===== src/rtl/dynamic_branch_predictor_if.sv =====
// Branch predictor bus: fetch-side lookup, decode-side resolution and perf counters.
// The master side (fetch/decode) drives lookup PCs and resolutions; the slave
// side (predictor) returns predictions, the flush request and perf counters.
interface dynamic_branch_predictor_if #(
  parameter int PC_WIDTH = 16
);
  logic [PC_WIDTH-1:0] PC_curr;
  logic                predicted_taken;
  logic [PC_WIDTH-1:0] predicted_target;
  logic                update_en;
  logic [PC_WIDTH-1:0] update_PC;
  logic                update_pred_taken;
  logic [PC_WIDTH-1:0] update_pred_target;
  logic                actual_taken;
  logic [PC_WIDTH-1:0] actual_target;
  logic                mispredict;
  logic [PC_WIDTH-1:0] redirect_PC;
  logic [31:0]         perf_lookups;
  logic [31:0]         perf_mispredicts;

  modport master (
    output PC_curr, update_en, update_PC, update_pred_taken, update_pred_target,
           actual_taken, actual_target,
    input  predicted_taken, predicted_target, mispredict, redirect_PC,
           perf_lookups, perf_mispredicts
  );

  modport slave (
    input  PC_curr, update_en, update_PC, update_pred_taken, update_pred_target,
           actual_taken, actual_target,
    output predicted_taken, predicted_target, mispredict, redirect_PC,
           perf_lookups, perf_mispredicts
  );
endinterface


===== src/rtl/dynamic_branch_predictor.sv =====
// Fetch-stage dynamic branch predictor: direct-mapped BHT of 2-bit saturating
// counters plus a tagged BTB. Lookup and mispredict detection are combinational;
// table updates happen on posedge clk from decode-stage resolutions.
// Optional feature macro: DBP_PERF_CNT_EN (lookup / mispredict perf counters).
module dynamic_branch_predictor #(
  parameter int PC_WIDTH    = 16,
  parameter int NUM_ENTRIES = 16
) (
  input logic                        clk,
  input logic                        rst,
  dynamic_branch_predictor_if.slave  bp
);
  localparam int IDX_BITS = $clog2(NUM_ENTRIES);
  localparam int TAG_BITS = PC_WIDTH - IDX_BITS - 1;

  // Saturating 2-bit counter step: 00 SNT, 01 WNT, 10 WT, 11 ST.
  function automatic logic [1:0] sat_cnt(input logic [1:0] cnt, input logic taken);
    logic [1:0] res;
    if (taken) begin
      res = (cnt == 2'b11) ? 2'b11 : cnt + 2'b01;
    end else begin
      res = (cnt == 2'b00) ? 2'b00 : cnt - 2'b01;
    end
    return res;
  endfunction

  logic                valid_r  [NUM_ENTRIES];
  logic [TAG_BITS-1:0] tag_r    [NUM_ENTRIES];
  logic [PC_WIDTH-1:0] target_r [NUM_ENTRIES];
  logic [1:0]          cnt_r    [NUM_ENTRIES];

  logic [IDX_BITS-1:0] look_idx_s;
  logic [TAG_BITS-1:0] look_tag_s;
  logic                look_hit_s;
  logic [IDX_BITS-1:0] upd_idx_s;
  logic [TAG_BITS-1:0] upd_tag_s;
  logic                upd_hit_s;
  logic [1:0]          upd_cnt_s;

  assign look_idx_s = bp.PC_curr[IDX_BITS:1];
  assign look_tag_s = bp.PC_curr[PC_WIDTH-1:IDX_BITS+1];
  assign upd_idx_s  = bp.update_PC[IDX_BITS:1];
  assign upd_tag_s  = bp.update_PC[PC_WIDTH-1:IDX_BITS+1];

  // Lookup reads the current (pre-update) table contents; no write bypass.
  always_comb begin
    look_hit_s          = valid_r[look_idx_s] && (tag_r[look_idx_s] == look_tag_s);
    bp.predicted_taken  = look_hit_s && cnt_r[look_idx_s][1];
    if (bp.predicted_taken) begin
      bp.predicted_target = target_r[look_idx_s];
    end else begin
      bp.predicted_target = bp.PC_curr + PC_WIDTH'(2);
    end
  end

  // Mispredict detection against the prediction carried down with the branch.
  always_comb begin
    bp.mispredict  = 1'b0;
    bp.redirect_PC = {PC_WIDTH{1'b0}};
    if (bp.update_en) begin
      bp.mispredict = (bp.update_pred_taken != bp.actual_taken) ||
                      (bp.actual_taken && (bp.update_pred_target != bp.actual_target));
      if (bp.actual_taken) begin
        bp.redirect_PC = bp.actual_target;
      end else begin
        bp.redirect_PC = bp.update_PC + PC_WIDTH'(2);
      end
    end else begin
      bp.mispredict  = 1'b0;
      bp.redirect_PC = {PC_WIDTH{1'b0}};
    end
  end

  // Update-side hit and next counter value for the resolved branch's entry.
  always_comb begin
    upd_hit_s = valid_r[upd_idx_s] && (tag_r[upd_idx_s] == upd_tag_s);
    upd_cnt_s = sat_cnt(cnt_r[upd_idx_s], bp.actual_taken);
  end

  // Table state: reset clears everything; a hit trains, a taken miss allocates.
  always_ff @(posedge clk) begin
    if (!rst) begin
      for (int i = 0; i < NUM_ENTRIES; i++) begin
        valid_r[i]  <= 1'b0;
        tag_r[i]    <= {TAG_BITS{1'b0}};
        target_r[i] <= {PC_WIDTH{1'b0}};
        cnt_r[i]    <= 2'b01;
      end
    end else if (bp.update_en) begin
      if (upd_hit_s) begin
        cnt_r[upd_idx_s] <= upd_cnt_s;
        if (bp.actual_taken) begin
          target_r[upd_idx_s] <= bp.actual_target;
        end
      end else if (bp.actual_taken) begin
        valid_r[upd_idx_s]  <= 1'b1;
        tag_r[upd_idx_s]    <= upd_tag_s;
        target_r[upd_idx_s] <= bp.actual_target;
        cnt_r[upd_idx_s]    <= 2'b10;
      end
      // Not-taken misses leave the table untouched.
    end
  end

`ifdef DBP_PERF_CNT_EN
  logic [31:0] perf_lookups_r;
  logic [31:0] perf_mispredicts_r;

  // Wrapping perf counters for resolved branches and mispredicts.
  always_ff @(posedge clk) begin
    if (!rst) begin
      perf_lookups_r     <= 32'd0;
      perf_mispredicts_r <= 32'd0;
    end else begin
      if (bp.update_en) begin
        perf_lookups_r <= perf_lookups_r + 32'd1;
      end
      if (bp.mispredict) begin
        perf_mispredicts_r <= perf_mispredicts_r + 32'd1;
      end
    end
  end

  assign bp.perf_lookups     = perf_lookups_r;
  assign bp.perf_mispredicts = perf_mispredicts_r;
`else
  assign bp.perf_lookups     = 32'd0;
  assign bp.perf_mispredicts = 32'd0;
`endif

endmodule


===== src/flat_wrapper.sv =====
// flat-port wrapper written by rule: the top's interface ports become plain ports
module dynamic_branch_predictor_flat 
#(
  parameter int PC_WIDTH    = 16,
  parameter int NUM_ENTRIES = 16
)
  (clk, rst, bp_PC_curr, bp_update_en, bp_update_PC, bp_update_pred_taken, bp_update_pred_target, bp_actual_taken, bp_actual_target, bp_predicted_taken, bp_predicted_target, bp_mispredict, bp_redirect_PC, bp_perf_lookups, bp_perf_mispredicts);
  dynamic_branch_predictor_if #(.PC_WIDTH(PC_WIDTH)) bp_i ();
  input logic clk;
  input logic rst;
  input wire logic [$bits(bp_i.PC_curr)-1:0] bp_PC_curr;
  input wire logic [$bits(bp_i.update_en)-1:0] bp_update_en;
  input wire logic [$bits(bp_i.update_PC)-1:0] bp_update_PC;
  input wire logic [$bits(bp_i.update_pred_taken)-1:0] bp_update_pred_taken;
  input wire logic [$bits(bp_i.update_pred_target)-1:0] bp_update_pred_target;
  input wire logic [$bits(bp_i.actual_taken)-1:0] bp_actual_taken;
  input wire logic [$bits(bp_i.actual_target)-1:0] bp_actual_target;
  output wire logic [$bits(bp_i.predicted_taken)-1:0] bp_predicted_taken;
  output wire logic [$bits(bp_i.predicted_target)-1:0] bp_predicted_target;
  output wire logic [$bits(bp_i.mispredict)-1:0] bp_mispredict;
  output wire logic [$bits(bp_i.redirect_PC)-1:0] bp_redirect_PC;
  output wire logic [$bits(bp_i.perf_lookups)-1:0] bp_perf_lookups;
  output wire logic [$bits(bp_i.perf_mispredicts)-1:0] bp_perf_mispredicts;
  assign bp_i.PC_curr = bp_PC_curr;
  assign bp_i.update_en = bp_update_en;
  assign bp_i.update_PC = bp_update_PC;
  assign bp_i.update_pred_taken = bp_update_pred_taken;
  assign bp_i.update_pred_target = bp_update_pred_target;
  assign bp_i.actual_taken = bp_actual_taken;
  assign bp_i.actual_target = bp_actual_target;
  assign bp_predicted_taken = bp_i.predicted_taken;
  assign bp_predicted_target = bp_i.predicted_target;
  assign bp_mispredict = bp_i.mispredict;
  assign bp_redirect_PC = bp_i.redirect_PC;
  assign bp_perf_lookups = bp_i.perf_lookups;
  assign bp_perf_mispredicts = bp_i.perf_mispredicts;
  dynamic_branch_predictor #(.PC_WIDTH(PC_WIDTH), .NUM_ENTRIES(NUM_ENTRIES)) u_core (.clk(clk), .rst(rst), .bp(bp_i));
endmodule

===== config.mk =====
export PLATFORM = sky130hd
export DESIGN_NAME = dynamic_branch_predictor_flat
export DESIGN_NICKNAME = d
export VERILOG_FILES = /design/src/rtl/dynamic_branch_predictor_if.sv /design/src/rtl/dynamic_branch_predictor.sv /design/src/flat_wrapper.sv
export SDC_FILE = /design/constraint.sdc
export NUM_CORES = 1
export LEC_CHECK = 0
export CAP_MARGIN = 20
export CORE_MARGIN = 2
export CORE_UTILIZATION = 60
export CTS_BUF_LIST = sky130_fd_sc_hd__clkbuf_2
export DETAILED_ROUTE_END_ITERATION = 12
export PLACE_DENSITY = 0.79
export SYNTH_ARGS = -nofsm -noshare
export SYNTH_HDL_FRONTEND = slang
export SYNTH_SLANG_ARGS = --single-unit

===== constraint.sdc =====
create_clock -name clk -period 11.5 [get_ports clk]
set_input_delay 2.3 -clock clk [delete_from_list [all_inputs] [get_ports clk]]
set_output_delay 2.3 -clock clk [all_outputs]
set_load 0.005 [all_outputs]

* Yosys cells after proc, flatten, opt, wreduce, memory -nomap -nowiden
Memories as Yosys holds them, arrays and structs flattened.
Index checks and enable logic that the tools add are counted.
** Word-level totals
- Register bits :: 0
- Bits in writable memories :: 480
- Input port bits :: 69
- Output and inout port bits :: 98
- Word-level logic and storage cells :: 60
- Memories kept :: 4
** Memory list
- u_core.target_r :: words 16, width 16, rd ports 1, clocked after Yosys merged registers in 0, write ports 16, RTL line dynamic_branch_predictor.sv:29 : logic [PC_WIDTH-1:0] target_r [NUM_ENTRIES];
- u_core.tag_r :: words 16, width 11, rd ports 2, clocked after Yosys merged registers in 0, write ports 16, RTL line dynamic_branch_predictor.sv:28 : logic [TAG_BITS-1:0] tag_r [NUM_ENTRIES];
- u_core.cnt_r :: words 16, width 2, rd ports 2, clocked after Yosys merged registers in 0, write ports 16, RTL line dynamic_branch_predictor.sv:30 : logic [1:0] cnt_r [NUM_ENTRIES];
- u_core.valid_r :: words 16, width 1, rd ports 2, clocked after Yosys merged registers in 0, write ports 16, RTL line dynamic_branch_predictor.sv:27 : logic valid_r [NUM_ENTRIES];
** Cells by class
- $add $sub $neg :: 4
- Equality and inequality tests :: 5
- Mux-type cells :: 35
- Bitwise gates (word level) :: 2
- Reduce and logical (&&, ||, !) cells :: 10
** Operators with widths (number)
- 2-to-1 mux 16 bit :: 5
- adder 16 x 2 -> 16 bit (second input constant) :: 2
- == test 11 bit :: 2
- 2-to-1 mux 1 bit :: 20
- 2-to-1 mux 4 bit :: 4
- inequality test 16 bit :: 1
- OR reduction 16 bit :: 1
- 2-to-1 mux 11 bit :: 1
- OR reduction 11 bit :: 1
- 2-to-1 mux 2 bit :: 5
- logical AND 1 bit :: 4
- adder 2 x 1 -> 2 bit (second input constant) :: 1
- == test 2 bit (second input constant) :: 1
- zero test 2 bit :: 1
- OR 1 bit :: 2
- OR reduction 2 bit :: 1
- subtractor 2 x 1 -> 2 bit (second input constant) :: 1
- logical OR 1 bit :: 1
- inequality test 1 bit :: 1
- OR reduction 1 bit :: 1

* Logic depth before layout (Yosys ltp)
An unclocked memory read counts as a cell.
- Depth after elaboration :: 10
- Mapped depth :: 14
- Depth with buffers taken out :: 8

* Worst setup path after synthesis
Ideal clock, no wire load.
- Path kind :: input-to-output
- Start :: input bp_PC_curr[1]
- End :: output bp_predicted_target[0]
- Arrival :: 5017 ps
- Required time :: 9200 ps
- Path slack :: 4183 ps
- Stages :: 9
- Buffers on the path :: 6
- Cells stage by stage :: buf_4 buf_6 buf_6 buf_4 buf_2 buf_1 mux4_2 mux4_2 mux2_2
** On the way
- Longest elaborated chain between the ends :: 5
- Elaborated cells on any way between the ends :: 8
- Classes of those cells :: 1 x eq/ne; 1 x mux; 2 x reduce/logical; 4 x memory
** RTL lines
- start, declared :: RTL line flat_wrapper.sv:11 : input wire logic [$bits(bp_i.PC_curr)-1:0] bp_PC_curr;
- memory (16 x 11 bit)
- == test 11 bit :: RTL line dynamic_branch_predictor.sv:47 : look_hit_s = valid_r[look_idx_s] && (tag_r[look_idx_s] == look_tag_s);
- logical AND 1 bit :: RTL line dynamic_branch_predictor.sv:47
- logical AND 1 bit :: RTL line dynamic_branch_predictor.sv:48 : bp.predicted_taken = look_hit_s && cnt_r[look_idx_s][1];
- 2-to-1 mux 16 bit * :: RTL line dynamic_branch_predictor.sv:49 : if (bp.predicted_taken) begin
- end, declared :: RTL line flat_wrapper.sv:19 : output wire logic [$bits(bp_i.predicted_target)-1:0] bp_predicted_target;
Mark *: on every way between the ends. The rest lies on a longest branch, timed or not.

* Worst setup path after layout
- Start :: input bp_PC_curr[2]
- End :: output bp_predicted_target[2]
Same word-level chain as after synthesis.

==> metrics.txt <==
# TYPE chip_impl_metric gauge
chip_impl_metric{name="worst_setup_hold_path_clk_slew",unit="ns"} 0.11
chip_impl_metric{name="compound_gate_portion_of_the_synthesized_area",unit="%"} 3.75
chip_impl_metric{name="drt-wirelength-per-cell",unit="um"} 28.6
chip_impl_metric{name="flow.area_growth_from_synthesis",unit="%"} 7.47
chip_impl_metric{name="io_pins",unit=""} 167
chip_impl_metric{name="hold_viol",unit=""} 0
chip_impl_metric{name="whs",unit="ns"} 0.469
chip_impl_metric{name="num_vias",unit=""} 18134
chip_impl_metric{name="grt_max_degree",unit=""} 77
chip_impl_metric{name="synth_cells",unit=""} 1947
chip_impl_metric{name="clock_sinks",unit=""} 480
chip_impl_metric{name="crit_required",unit="ns"} 9.20
chip_impl_metric{name="grt_pass1_vias",unit=""} 17558
chip_impl_info{name="synth_top_family_by_area",value="multiplexers"} 1
chip_impl_info{name="grt_setup_unrepaired",value="no"} 1
chip_impl_metric{name="synth_seq_area_share",unit="%"} 55.7
chip_impl_metric{name="power.total",unit="mW"} 3.70
chip_impl_metric{name="cts.repair.resized",unit=""} 0
chip_impl_metric{name="slew_headroom",unit="%"} 21.4
chip_impl_metric{name="worstSkewPairLatency",unit="ns"} 1.15
chip_impl_metric{name="place.gp.congestion",unit=""} 0.962
chip_impl_metric{name="yosys_warnings",unit=""} 0
chip_impl_metric{name="synth.mux.area_fraction",unit="%"} 18.3
chip_impl_metric{name="drive_above_1_share",unit="%"} 20.8
chip_impl_info{name="crit_path_category",value="input pin to output port"} 1
chip_impl_metric{name="unique_cell_type_count_in_the_yosys_netlist",unit=""} 68
chip_impl_metric{name="powerDensity",unit="mW/mm^2"} 135
chip_impl_metric{name="die_footprint",unit="mm^2"} 0.0443
chip_impl_metric{name="register_area",unit="mm^2"} 0.0143
chip_impl_metric{name="placed_cells",unit=""} 2408
chip_impl_metric{name="synth-adder-area-share",unit="%"} 0.244
chip_impl_metric{name="grt_antenna_before_repair",unit=""} 5
chip_impl_info{name="cts_root_buf",value="sky130_fd_sc_hd__clkbuf_2"} 1
chip_impl_metric{name="least_margin_pin_slew",unit="ns"} 1.18
chip_impl_info{name="timing.critical_path.from_type",value="input pin"} 1
chip_impl_metric{name="routed_wl",unit="um"} 75100
chip_impl_metric{name="worst_ep_arrival_time",unit="ns"} 7.06
chip_impl_metric{name="drtIter0Drc",unit=""} 2911
chip_impl_metric{name="synth_edf_count",unit=""} 464
chip_impl_metric{name="timing.max_cap.violations",unit=""} 0
chip_impl_info{name="cp-end-kind",value="output port"} 1
chip_impl_metric{name="postSynth.asyncResetShare",unit="%"} 0
chip_impl_metric{name="floorplan.initialDensity",unit="%"} 60.9
chip_impl_metric{name="floorplan.rows",unit=""} 75
chip_impl_metric{name="synthesis.area_per_instance",unit="um^2"} 13.1
chip_impl_metric{name="die_w",unit="um"} 211
chip_impl_metric{name="cts_setup_buffers",unit=""} 0
chip_impl_metric{name="number_of_optimization_iterations_in_the_first_detailed_route_pass",unit=""} 11
chip_impl_metric{name="grt-ovfl-total",unit=""} 0
chip_impl_metric{name="synthSimpleGateAreaFrac",unit="%"} 14.2
chip_impl_metric{name="timing_max_transition_violations_final",unit=""} 0
chip_impl_info{name="min_path_type",value="flip-flop to flip-flop"} 1
chip_impl_metric{name="cts.htree.levels",unit=""} 3
chip_impl_metric{name="dp.final_hpwl",unit="um"} 46100
chip_impl_metric{name="critical_path_maximum_fanout",unit=""} 71
chip_impl_metric{name="gr-usage-all-layers",unit="%"} 33.9
chip_impl_metric{name="setup_viol",unit=""} 0
chip_impl_metric{name="syn_area",unit="mm^2"} 0.0256
chip_impl_metric{name="synth_xor_xnor_area_share",unit="%"} 2.05
chip_impl_info{name="outcome",value="finished clean"} 1
chip_impl_metric{name="final_instance_count_excl_fillers",unit=""} 2628
chip_impl_info{name="tritoncts",value="built"} 1
chip_impl_metric{name="grt_pass1_wl",unit="um"} 110000
chip_impl_metric{name="postRouteAntennaNets",unit=""} 0
chip_impl_metric{name="fill_cells",unit=""} 3076
chip_impl_metric{name="postSynthRegisterBits",unit=""} 480
chip_impl_metric{name="fin_crit_sh",unit="%"} 81.4
chip_impl_metric{name="floorplan.die.height",unit="um"} 211
chip_impl_info{name="yosys_most_used_dff",value="sky130_fd_sc_hd__edfxtp_1"} 1
chip_impl_metric{name="clock.fmax",unit="MHz"} 107
chip_impl_metric{name="multiInputGateArea",unit="mm^2"} 0.0101
chip_impl_metric{name="drt-vias-per-instance",unit=""} 6.90
chip_impl_metric{name="worst-r2r-setup-slack",unit="ns"} 7.17
chip_impl_metric{name="finalWorstPathRequiredPeriod",unit="ns"} 9.36
chip_impl_metric{name="fin_tns_setup",unit="ns"} 0
chip_impl_metric{name="buffer_levels_on_the_longest_clock_path",unit=""} 3
chip_impl_metric{name="cts.hold.buffers_added",unit=""} 0
chip_impl_metric{name="vdd.ir_drop.worst",unit="mV"} 0.0646
chip_impl_metric{name="p_leak",unit="nW"} 10.7
chip_impl_metric{name="layout.nets",unit=""} 2065
chip_impl_metric{name="place.port_buffers",unit=""} 102
chip_impl_metric{name="fin_skew",unit="ns"} 0.0905
chip_impl_metric{name="fp.coreArea",unit="mm^2"} 0.0420
chip_impl_metric{name="route.detailed.drc",unit=""} 0
chip_impl_metric{name="cts_buffers",unit=""} 115
[cell type report]
cell class                 instances  area share [%]
tap                              539            2.45
sequential                       480            51.8
timing repair buffer             134            4.67
clock inverter                    41           0.819
multi-input combinational       1244            36.9
clock buffer                     172            3.13
inverter                          16           0.218
antenna                            2          0.0182
[report_power, final]
| part | internal, mW | switching (mW) | total [mW] |
|---|---|---|---|
| registers | 2.00 | 0.0384 | 2.04 |
| clock network | 0.448 | 0.717 | 1.17 |
| logic | 0.200 | 0.295 | 0.496 |
| total | 2.65 | 1.05 | 3.70 |
[worst max-delay path, stage by stage]
cell and delay [ns]:
sky130_fd_sc_hd__buf_4 0.85, sky130_fd_sc_hd__buf_4 0.80, sky130_fd_sc_hd__mux4_2 0.42, sky130_fd_sc_hd__nand2_1 0.10, sky130_fd_sc_hd__o211ai_1 0.10, sky130_fd_sc_hd__o311ai_0 0.35, sky130_fd_sc_hd__nand2_1 0.12, sky130_fd_sc_hd__nor3b_1 0.25
sky130_fd_sc_hd__nand4_2 0.66, sky130_fd_sc_hd__mux2_2 0.56, sky130_fd_sc_hd__clkdlybuf4s50_1 0.47
[synth_stat cells, types with 15 or more instances]
master | instances | area share (%)
sky130_fd_sc_hd__xnor2_1 | 46 | 1.6
sky130_fd_sc_hd__and3_1 | 247 | 6.0
sky130_fd_sc_hd__dfxtp_1 | 16 | 1.3
sky130_fd_sc_hd__nand2_1 | 157 | 2.3
sky130_fd_sc_hd__mux4_2 | 174 | 15
sky130_fd_sc_hd__nor2_1 | 209 | 3.1
sky130_fd_sc_hd__and2_1 | 29 | 0.71
sky130_fd_sc_hd__buf_4 | 71 | 2.1
sky130_fd_sc_hd__mux2i_1 | 58 | 2.3
sky130_fd_sc_hd__nand3_1 | 35 | 0.68
sky130_fd_sc_hd__edfxtp_1 | 464 | 54
sky130_fd_sc_hd__buf_1 | 17 | 0.25
sky130_fd_sc_hd__a31oi_1 | 18 | 0.44
sky130_fd_sc_hd__inv_1 | 15 | 0.22
sky130_fd_sc_hd__buf_2 | 34 | 0.66
sky130_fd_sc_hd__mux2_2 | 16 | 0.70
sky130_fd_sc_hd__clkbuf_1 | 137 | 2.0
sky130_fd_sc_hd__o21ai_0 | 28 | 0.55
[metrics by stage]
stage	setup slack, ns	utilization (%)	area [um^2]
after floorplan	4.18	-	25800
after global placement	2.23	62.6	26300
after detailed placement	2.19	62.6	26300
after CTS	2.16	65.2	27400
after global routing	1.92	65.4	27500
final	2.14	65.4	27500
[worst paths after layout]
check                                         from                     end  cells past startpoint
worst max register to register  u_core.tag_r[5][2]      u_core.cnt_r[1][0]                      9
worst min-delay path             u_core.valid_r[0]       u_core.valid_r[0]                      2
worst min register to register   u_core.valid_r[0]       u_core.valid_r[0]                      2
worst max-delay path                 bp_PC_curr[2]  bp_predicted_target[2]                     11
[state kept, by name, indices dropped and copies added (netlist names)]
name / cells
u_core.valid_r: 16
u_core.cnt_r: 32
u_core.tag_r: 176
u_core.target_r: 256
[cell usage in the layout (no fill, tap or decap), types with 5 or more instances in the layout]
cell type,instances
sky130_fd_sc_hd__nand4_1,10
sky130_fd_sc_hd__a22oi_1,8
sky130_fd_sc_hd__and3_1,247
sky130_fd_sc_hd__a31oi_1,18
sky130_fd_sc_hd__and2_1,29
sky130_fd_sc_hd__clkinv_2,5
sky130_fd_sc_hd__nor2b_1,8
sky130_fd_sc_hd__mux4_2,174
sky130_fd_sc_hd__clkbuf_2,172
sky130_fd_sc_hd__conb_1,64
sky130_fd_sc_hd__a21o_1,8
sky130_fd_sc_hd__o211ai_1,11
sky130_fd_sc_hd__a211oi_1,5
sky130_fd_sc_hd__edfxtp_1,464
sky130_fd_sc_hd__clkdlybuf4s50_1,94
sky130_fd_sc_hd__nand3_1,35
sky130_fd_sc_hd__inv_1,15
sky130_fd_sc_hd__nand2_2,7
sky130_fd_sc_hd__nand2_1,157
sky130_fd_sc_hd__mux2_2,16
sky130_fd_sc_hd__o21bai_1,11
sky130_fd_sc_hd__clkinv_1,31
sky130_fd_sc_hd__nor2_1,206
sky130_fd_sc_hd__mux2i_1,58
sky130_fd_sc_hd__o21ai_0,28
sky130_fd_sc_hd__a22o_1,6
sky130_fd_sc_hd__o31ai_1,8
sky130_fd_sc_hd__o22ai_1,6
sky130_fd_sc_hd__a21oi_1,6
sky130_fd_sc_hd__xor2_1,14
sky130_fd_sc_hd__dfxtp_1,16
sky130_fd_sc_hd__buf_4,31
sky130_fd_sc_hd__xnor2_1,46
[routing by layer]
metal	track usage [%]	part of all wire [%]	wire length, um
met1	45.9	35	26000
met2	51.7	46	34500
met3	10.0	16	11700
met4	14.9	3.8	2860
met5	0	0.017	13
[cell families after synthesis]
group / after synthesis
simple gates: 728
flops: 480
buf+inv: 286
mux: 249
compound gates: 138
xor+xnor: 60
fa+ha+maj: 5
other cells: 1
(Power assumes the default switching activity.)
==> RTL edit, RTL diff (same settings) <==
Build with the macro `DBP_PERF_CNT_EN` defined.
--- a/src/rtl/dynamic_branch_predictor.sv
+++ b/src/rtl/dynamic_branch_predictor.sv
@@ -2,6 +2,8 @@
 // counters plus a tagged BTB. Lookup and mispredict detection are combinational;
 // table updates happen on posedge clk from decode-stage resolutions.
 // Optional feature macro: DBP_PERF_CNT_EN (lookup / mispredict perf counters).
+`define DBP_PERF_CNT_EN
+
 module dynamic_branch_predictor #(
   parameter int PC_WIDTH    = 16,
   parameter int NUM_ENTRIES = 16
Behaviour: not the same (a bounded check fails within 4 cycles, from zero or initial values and one cycle with rst low).
==> RTL edit against the unedited design <==
First-iteration DRC count fell by 6.1%. Sequential power rose by 11%. Sequential cell count rose by 64. Routed wire length rose by 8.3%. Area after synthesis rose by 7.4%. Global-route usage rose by 1.1 points. Count of clock-buffer cells in the layout rose by 27. Design area rose by 12%. Clock power rose by 11%. Worst setup slack improved by 560 ps. Non-clock buffer count rose by 75. Power rose by 8.9%.
==> RTL edit: results (changes against the unedited design) <==
post-synth cell types=55 (-19%); slowest CP cell=or4_1; first-pass GRT wire length=119,000 microns (+8.4%); crit path launch=bp_PC_curr[4]; Final Wtd Congestion=0.959 (-0.33%); main area contributors after synthesis=edfxtp_1 (51%), mux4_2 (15%), and2_1 (6.6%); pin count of the biggest net entering global routing=118 (+53%); DRT Pass-1 Iters=6 (-5); initial antenna violation count=2 (-3); DP HPWL=51,300 microns (+11%); max_slew headroom=0.235 (+0.0212); latest clock arrival within the worst-skew pair=1350 ps (+200 ps); gr usage total=0.351 (+0.0113); RR Endpoint=u_core.tag_r[1][3]$_SDFFCE_PN0P_; status=complete, no violations; Worst Setup EP=bp_predicted_target[5]; maximum VDD drop=83.2 uV (+29%); Max FO, Critical Path=18 (-75%); WHS Endpoint=u_core.valid_r[10]$_DFF_P_; vias in the first global route=19,251 (+9.6%); Post-Route WL=81,400 microns (+8.3%); Crit Reg-Reg Startpoint=u_core.tag_r[8][6]$_SDFFCE_PN0P_; top flop regs=u_core.target_r: 256 flops, u_core.tag_r: 176 flops; share of layout cells above drive strength 1=0.203 (-0.00456); CTS Buf Count=138 (+20%); CP Data Arrival Time=6490 ps (-570 ps); H-tree depth=4 (+1); reg2reg setup slack=7300 ps (+130 ps); achievable frequency=0.114 GHz (+6.4%); Layout Nets=2,345 (+14%); worst clock skew=145 ps (+54.2 ps); synth cell count leaders=edfxtp_1 (464), and2_1 (288), nor2_1 (223), nand2_1 (191), mux4_2 (185); hold_sp=u_core.valid_r[10]$_DFF_P_
-- RTL edit: changes by cell type in the layout (fill, tap and decap cells not counted), moves of 18 or more --
cell,before,now
a31oi_1,18,0
and2_1,29,288
and3_1,247,64
clkbuf_2,172,199
clkdlybuf4s50_1,94,159
conb_1,64,0
dfxtp_1,16,80
mux2i_1,58,33
nand2_1,157,191
xnor2_1,46,97
-- RTL edit: layer usage --
layer / share of wire / track usage
met1: 0.35 / 0.443
met2: 0.46 / 0.535
met3: 0.13 / 0.113
met4: 0.060 / 0.206
met5: 0 / 0
-- RTL edit: layout make-up --
type / count / area, sq um
Clock buffer: 199 / 996
Timing Repair Buffer: 209 / 2070
Multi-Input combinational cell: 1362 / 11200
Inverter: 14 / 52.6
Fill cell: 3232 / 14500
Tap cell: 600 / 751
Clock inverter: 32 / 179
Sequential cell: 544 / 15500
Antenna cell: 2 / 5.00
-- RTL edit: kinds of logic (layout without fill, tap and decap cells) --
group,count (synthesis),count (layout),synth area share
buffers and inverters,193,454,0.0305
other,0,2,0
AND/OR/NAND/NOR,883,883,0.161
flip-flops,544,544,0.565
multiplexers,235,235,0.171
XOR/XNOR,123,123,0.0392
adder cells (fa/ha/maj),7,7,0.00319
AO/OA/AOI/OAI,114,114,0.0291
-- RTL edit: power by group --
| group | leakage (nW) | switching [mW] | internal, mW |
|---|---|---|---|
| registers | 5.08 | 0.0404 | 2.23 |
| clock network | 0.919 | 0.796 | 0.503 |
| logic | 5.18 | 0.259 | 0.208 |
-- RTL edit: stage by stage --
stage	area, sq um	hold WS [ps]	instances
finish	30700	468	2962
global route	30700	494	2962
CTS	30600	467	2956
detailed placement	29500	451	2725
global placement	29400	444	2718
floorplan	27500	432	2099
